[config.mk]
export PLATFORM = sky130hd
export DESIGN_NAME = hazard_controller
export DESIGN_NICKNAME = d
export VERILOG_FILES = /design/src/rtl/hazard_controller.sv
export SDC_FILE = /design/constraint.sdc
export NUM_CORES = 1
export LEC_CHECK = 0
export CELL_PAD_IN_SITES_DETAIL_PLACEMENT = 1
export CELL_PAD_IN_SITES_GLOBAL_PLACEMENT = 1
export CORE_MARGIN = 2
export CORE_UTILIZATION = 34
export CTS_CLUSTER_SIZE = 12
export DETAILED_ROUTE_END_ITERATION = 6
export GPL_ROUTABILITY_DRIVEN = 0
export PLACE_DENSITY = 0.81
export SYNTH_ARGS = -nofsm -noshare
export SYNTH_HDL_FRONTEND = slang
export SYNTH_SLANG_ARGS = --single-unit
[constraint.sdc]
create_clock -name clk -period 1.7 [get_ports clk]
set_input_delay 0.17 -clock clk [delete_from_list [all_inputs] [get_ports clk]]
set_output_delay 0.17 -clock clk [all_outputs]
set_load 0.03 [all_outputs]
[src/rtl/hazard_controller.sv]
`default_nettype none
// +--------------------------------------------------------------------------+
// | hazard_controller: MIPS front-end stall / flush / freeze sequencer.      |
// | Optional perf counters when HAZARD_PERF_COUNTERS_EN is defined. Rev 1.0  |
// +--------------------------------------------------------------------------+
module hazard_controller #(
  parameter int LOAD_USE_STALLS = 1,
  parameter int MEM_TIMEOUT     = 64
) (
  input  logic        clk,
  input  logic        reset,
  input  logic        memReadEx,
  input  logic [4:0]  addressRtEx,
  input  logic [4:0]  addressRsId,
  input  logic [4:0]  addressRtId,
  input  logic        usesRtId,
  input  logic        branchControlId,
  input  logic        jumpId,
  input  logic        memBusyMem,
  output logic        hazard,
  output logic        flushId,
  output logic        freeze,
  output logic        memError
`ifdef HAZARD_PERF_COUNTERS_EN
  ,
  output logic [31:0] stallCycles,
  output logic [31:0] flushCount,
  output logic [31:0] freezeCycles
`endif
);

  typedef enum logic [1:0] {
    S_RUN        = 2'd0,
    S_LOAD_STALL = 2'd1,
    S_MEM_WAIT   = 2'd2
  } state_t;

  localparam logic [1:0] c_stall_init = 2'(LOAD_USE_STALLS - 1);
  localparam logic [7:0] c_timeout    = 8'(MEM_TIMEOUT);

  state_t     r_state;
  state_t     r_saved_state;
  state_t     w_next_state;
  logic [1:0] r_stall_cnt;
  logic [7:0] r_busy_cnt;
  logic [7:0] w_busy_inc;
  logic       r_mem_error;
  logic       w_lu;
  logic       w_hazard;
  logic       w_flush;
  logic       w_freeze;

  assign w_lu = memReadEx && (addressRtEx != 5'd0) &&
                ((addressRtEx == addressRsId) || (usesRtId && (addressRtEx == addressRtId)));

  assign w_busy_inc = (r_busy_cnt == 8'hFF) ? r_busy_cnt : r_busy_cnt + 8'd1;

  always_comb begin
    w_next_state = r_state;
    w_hazard     = 1'b0;
    w_flush      = 1'b0;
    w_freeze     = 1'b0;
    case (r_state)
      S_RUN: begin
        if (memBusyMem) begin
          w_freeze     = 1'b1;
          w_next_state = S_MEM_WAIT;
        end else if (w_lu) begin
          w_hazard = 1'b1;
          if (c_stall_init != 2'd0) w_next_state = S_LOAD_STALL;
        end else begin
          w_flush = branchControlId | jumpId;
        end
      end
      S_LOAD_STALL: begin
        if (memBusyMem) begin
          w_freeze     = 1'b1;
          w_next_state = S_MEM_WAIT;
        end else begin
          w_hazard = 1'b1;
          if (r_stall_cnt == 2'd1) w_next_state = S_RUN;
        end
      end
      S_MEM_WAIT: begin
        // The release cycle drops freeze and lets the pipe move once before resuming.
        if (memBusyMem) w_freeze = 1'b1;
        else            w_next_state = r_saved_state;
      end
      default: w_next_state = S_RUN;
    endcase
  end

  assign hazard   = w_hazard & ~reset;
  assign flushId  = w_flush  & ~reset;
  assign freeze   = w_freeze & ~reset;
  assign memError = r_mem_error & ~reset;

  always_ff @(posedge clk) begin
    if (reset) begin
      r_state       <= S_RUN;
      r_saved_state <= S_RUN;
      r_stall_cnt   <= 2'd0;
      r_busy_cnt    <= 8'd0;
      r_mem_error   <= 1'b0;
    end else begin
      r_state <= w_next_state;
      case (r_state)
        S_RUN: begin
          if (memBusyMem) begin
            r_saved_state <= S_RUN;
            r_busy_cnt    <= 8'd1;
          end else if (w_lu) begin
            r_stall_cnt <= c_stall_init;
          end
        end
        S_LOAD_STALL: begin
          if (memBusyMem) begin
            r_saved_state <= S_LOAD_STALL;
            r_busy_cnt    <= 8'd1;
          end else begin
            r_stall_cnt <= r_stall_cnt - 2'd1;
          end
        end
        S_MEM_WAIT: begin
          if (memBusyMem) begin
            r_busy_cnt <= w_busy_inc;
            if (w_busy_inc == c_timeout) r_mem_error <= 1'b1;
          end else begin
            r_busy_cnt <= 8'd0;
          end
        end
        default: ;
      endcase
    end
  end

`ifdef HAZARD_PERF_COUNTERS_EN
  logic [31:0] r_stall_cycles;
  logic [31:0] r_flush_count;
  logic [31:0] r_freeze_cycles;

  always_ff @(posedge clk) begin
    if (reset) begin
      r_stall_cycles  <= 32'd0;
      r_flush_count   <= 32'd0;
      r_freeze_cycles <= 32'd0;
    end else begin
      if (hazard  && (r_stall_cycles  != 32'hFFFF_FFFF)) r_stall_cycles  <= r_stall_cycles  + 32'd1;
      if (flushId && (r_flush_count   != 32'hFFFF_FFFF)) r_flush_count   <= r_flush_count   + 32'd1;
      if (freeze  && (r_freeze_cycles != 32'hFFFF_FFFF)) r_freeze_cycles <= r_freeze_cycles + 32'd1;
    end
  end

  assign stallCycles  = r_stall_cycles;
  assign flushCount   = r_flush_count;
  assign freezeCycles = r_freeze_cycles;
`endif

endmodule
`default_nettype wire

==> impl.org <==
** Routing
- The routed design has 3280 microns of wire.
- For this run, design rule violations remaining after detail routing come to 0.
- DRT antenna net count :: 0
- Post-DR vias/cell :: 5.55
- Total iterations of the first detailed-routing run :: 4
- The routed layout has 1122 vias.
- After detailed routing, the average wire length per cell comes to 16.2 microns.
- DR iter-0 viols :: 27

** Global route
- Entering global routing, the biggest net connects 10 pins.
- Global route hottest layer :: met2
- Total congestion overflow after global routing :: 0
- For this run, global-route usage on met2 was measured as 0.379.
- Across every metal layer, demand over resource in global routing totals 0.203.
- Wire length of the first global-routing pass :: 5150 microns
- Global-route met1 utilization :: 0.234
- The number of global-route vias before repair came to 1144.
- In the global route stage, met3 resource usage came out at 0.0431.
- The initial antenna violation count came to 0.

** Finish
- # fillers :: 340
- Multi-input logic area :: 706 sq um
- Synth-to-Final Area Change :: 52.7%
- After the last flow step, the layout net total stands at 197.
- With fillers left out, the area of the finished cells amounts to 1470 sq um.
- Fraction of final layout cells sized beyond drive strength 1 :: 0.275
- Area occupied by registers :: 280 sq um
- Number of antenna cells inserted :: 0

** STA
- Worst Tran Pin Value :: 589 ps
- Final hold violation count :: 0
- Final total negative setup slack :: 0 ps
- Setup violations remaining at the end of the flow were counted as 0.
- Min Tclk post-route :: 1660 ps
- Headroom to the max-slew limit came out at 0.604.
- Number of pins exceeding their max-slew limit in the final report :: 0
- Final clock skew :: 1.74 ps
- Timing would allow up to 0.603 GHz.
- Part of the cycle the worst path needs :: 0.975

** Min path
- In this run the worst hold path is classified as in2reg.

** Clock network
- TritonCTS built the clock tree.
- The clock net in this run drives a total of 14 sinks.
- CTS built an H-tree with a depth of 1.
- The clock passes through at most 2 buffers.
- Total CTS buffers :: 3
- CTS placed an instance of sky130_fd_sc_hd__clkbuf_4 at the clock tree root.
- Clock-pin slew was measured on the worst setup and hold paths at 90 ps.
- At the later pin of the worst-skew pair, clock insertion delay measures 280 ps.

** Yosys
- Dividing the synthesized area by the synthesized cell count gives 7.70 sq um.
- Synth area leaders :: sky130_fd_sc_hd__dfxtp_1, sky130_fd_sc_hd__xor2_1, sky130_fd_sc_hd__a21oi_1
- Yosys reg bits :: 14
- Most common library cells after synthesis :: sky130_fd_sc_hd__dfxtp_1, sky130_fd_sc_hd__nor2_1, sky130_fd_sc_hd__a21oi_1
- Fraction of synthesized cell area taken by the top area cell type :: 0.291
- After synthesis, the share of flip-flops with an asynchronous set or reset is 0.
- Of the synthesized area, sequential elements account for 0.291.
- Total of warnings raised by yosys :: 0
- In the synthesized netlist, the number of instances is 125.
- Post-Synthesis Net Count :: 149
- Post-synth EDFFs :: 0
- Count of cell types in the netlist :: 40
- The biggest area contributor in the post-synthesis netlist is sky130_fd_sc_hd__dfxtp_1.
- For this run, the leading register cell type out of synthesis is sky130_fd_sc_hd__dfxtp_1.
- Mapped Area :: 962 sq um

** Floorplanning
- The floorplan step defined a core boundary enclosing 2710 sq um.
- The initialized floorplan defines 19 standard-cell rows.
- From left edge to right edge, the die measures 57.2 microns.
- DIE AREA :: 3270 sq um
- 26 I/O pins were placed.
- For this configuration, the core starts out at a cell density of 0.355.
- Die boundary height :: 57.2 microns

** Critical path
- Sort of element at the end of the critical path :: primary output
- Along the worst path, the maximum fanout reaches 3.
- STA puts the critical path data arrival time at 1490 ps.
- Startpoint Class :: input port
- The critical path in this run is classified as in2out.
- STA puts the critical path data required time at 1530 ps.

** Power and ir drop
- Of the total power, the clock network draws 0.276.
- Of the total power, the share spent switching nets is 0.289.
- Sequential power share :: 0.463
- The analysis attributes to net switching a power of 210 uW.
- Maximum VDD drop :: 393 uV
- Power density over cell area :: 495 nW/um^2
- Power comes to 727 uW.
- In this run the static leakage power is 0.000586 uW.
- The share of total power dissipated in combinational logic is 0.261.
- Internal portion of total power :: 517 uW

** Status
- Outcome :: finished, final reports clean

** Place
- Detailed placement finished with a half-perimeter wire length of 2510 microns.
- Instance area at placement :: 1360 sq um
- Port buffer count :: 25

** Job
- Max-cap check violation count :: 0
==> through the flow <==
step	setup slack, ps	cells	hold WS (ps)	utilization
floorplan	182	125	423	-
global placement	-201	195	475	0.502
detailed placement	-255	195	498	0.502
CTS	-7.06	202	517	0.522
global route	-16.6	202	353	0.542
finish	41.7	202	339	0.542
==> cell type report <==
| type | instances | area share |
|---|---|---|
| multi-input combinational | 102 | 0.480 |
| timing repair buffer | 48 | 0.277 |
| sequential | 14 | 0.191 |
| tap | 31 | 0.0264 |
| clock buffer | 3 | 0.0153 |
| inverter | 4 | 0.0102 |
==> path summary, 6_finish.rpt <==
kind / depth (start not counted) / slack [ps] / startpoint / to
max reg2reg: 5 / 80 / r_busy_cnt[2]$_SDFFE_PP0P_ / r_busy_cnt[7]$_SDFFE_PP0P_
min: 3 / 340 / reset / r_state[1]$_SDFFE_PP0P_
min reg2reg: 2 / 520 / r_busy_cnt[1]$_SDFFE_PP0P_ / r_busy_cnt[1]$_SDFFE_PP0P_
max: 7 / 40 / addressRtEx[2] / hazard
==> timing repair <==
action	CTS	global route
endpoints found under the setup margin	3	4
resized for setup	18	12
setup buffers	4	0
hold buffers	0	0
pin swaps	10	3
==> power by group through the flow <==
stage | Combinational, uW | Sequential, uW | Clock, uW
global placement | 170 | 344 | 0
floorplan | 70.9 | 342 | 0
detailed placement | 177 | 344 | 0
CTS | 177 | 337 | 204
global route | 203 | 338 | 223
finish | 189 | 337 | 201
==> metal layers <==
metal / part of all wire / routed length, microns
met3: 0.035 / 115
met2: 0.56 / 1830
met5: 0 / 0
met4: 0.0076 / 25
met1: 0.40 / 1310
==> registers in the layout (all words and copies together), names as in the netlist <==
name,flops
r_busy_cnt,8
r_stall_cnt,2
r_state,2
r_mem_error,1
r_saved_state,1
==> critical path: stages <==
cell and delay, ps:
sky130_fd_sc_hd__clkdlybuf4s15_2 210, sky130_fd_sc_hd__xor2_1 170, sky130_fd_sc_hd__nor4_2 310, sky130_fd_sc_hd__a32oi_2 170, sky130_fd_sc_hd__nor2_2 160, sky130_fd_sc_hd__o21a_1 160
sky130_fd_sc_hd__buf_6 130
==> placed cells by master (no fill, tap or decap), types with 2 or more instances in the layout <==
master and n:
sky130_fd_sc_hd__nor3_2 4, sky130_fd_sc_hd__nand3b_1 2, sky130_fd_sc_hd__xnor2_1 2, sky130_fd_sc_hd__a31oi_1 4, sky130_fd_sc_hd__xor2_1 8, sky130_fd_sc_hd__nor2b_1 2
sky130_fd_sc_hd__mux2i_1 2, sky130_fd_sc_hd__nand3_1 6, sky130_fd_sc_hd__clkbuf_4 3, sky130_fd_sc_hd__nor2_1 13, sky130_fd_sc_hd__nand2_1 7, sky130_fd_sc_hd__dfxtp_1 14
sky130_fd_sc_hd__o21ai_0 9, sky130_fd_sc_hd__dlymetal6s2s_1 2, sky130_fd_sc_hd__clkdlybuf4s50_1 7, sky130_fd_sc_hd__a211oi_1 2, sky130_fd_sc_hd__a21oi_1 12, sky130_fd_sc_hd__nor3_1 6
sky130_fd_sc_hd__dlygate4sd2_1 9, sky130_fd_sc_hd__inv_1 3, sky130_fd_sc_hd__buf_4 26
==> logic make-up (layout without fill, tap and decap cells) <==
| kind of cell | Yosys count | in the layout | synth area share |
|---|---|---|---|
| AOI/OAI and AO/OA | 35 | 35 | 0.218 |
| xor gates and xnor gates | 11 | 11 | 0.100 |
| adders and majority gates | 2 | 2 | 0.0260 |
| buffers and inverters | 9 | 55 | 0.0390 |
| DFF | 14 | 14 | 0.291 |
| muxes | 3 | 3 | 0.0325 |
| and+or+nand+nor | 51 | 51 | 0.293 |
No activity file was read; power rests on OpenSTA's default activity.
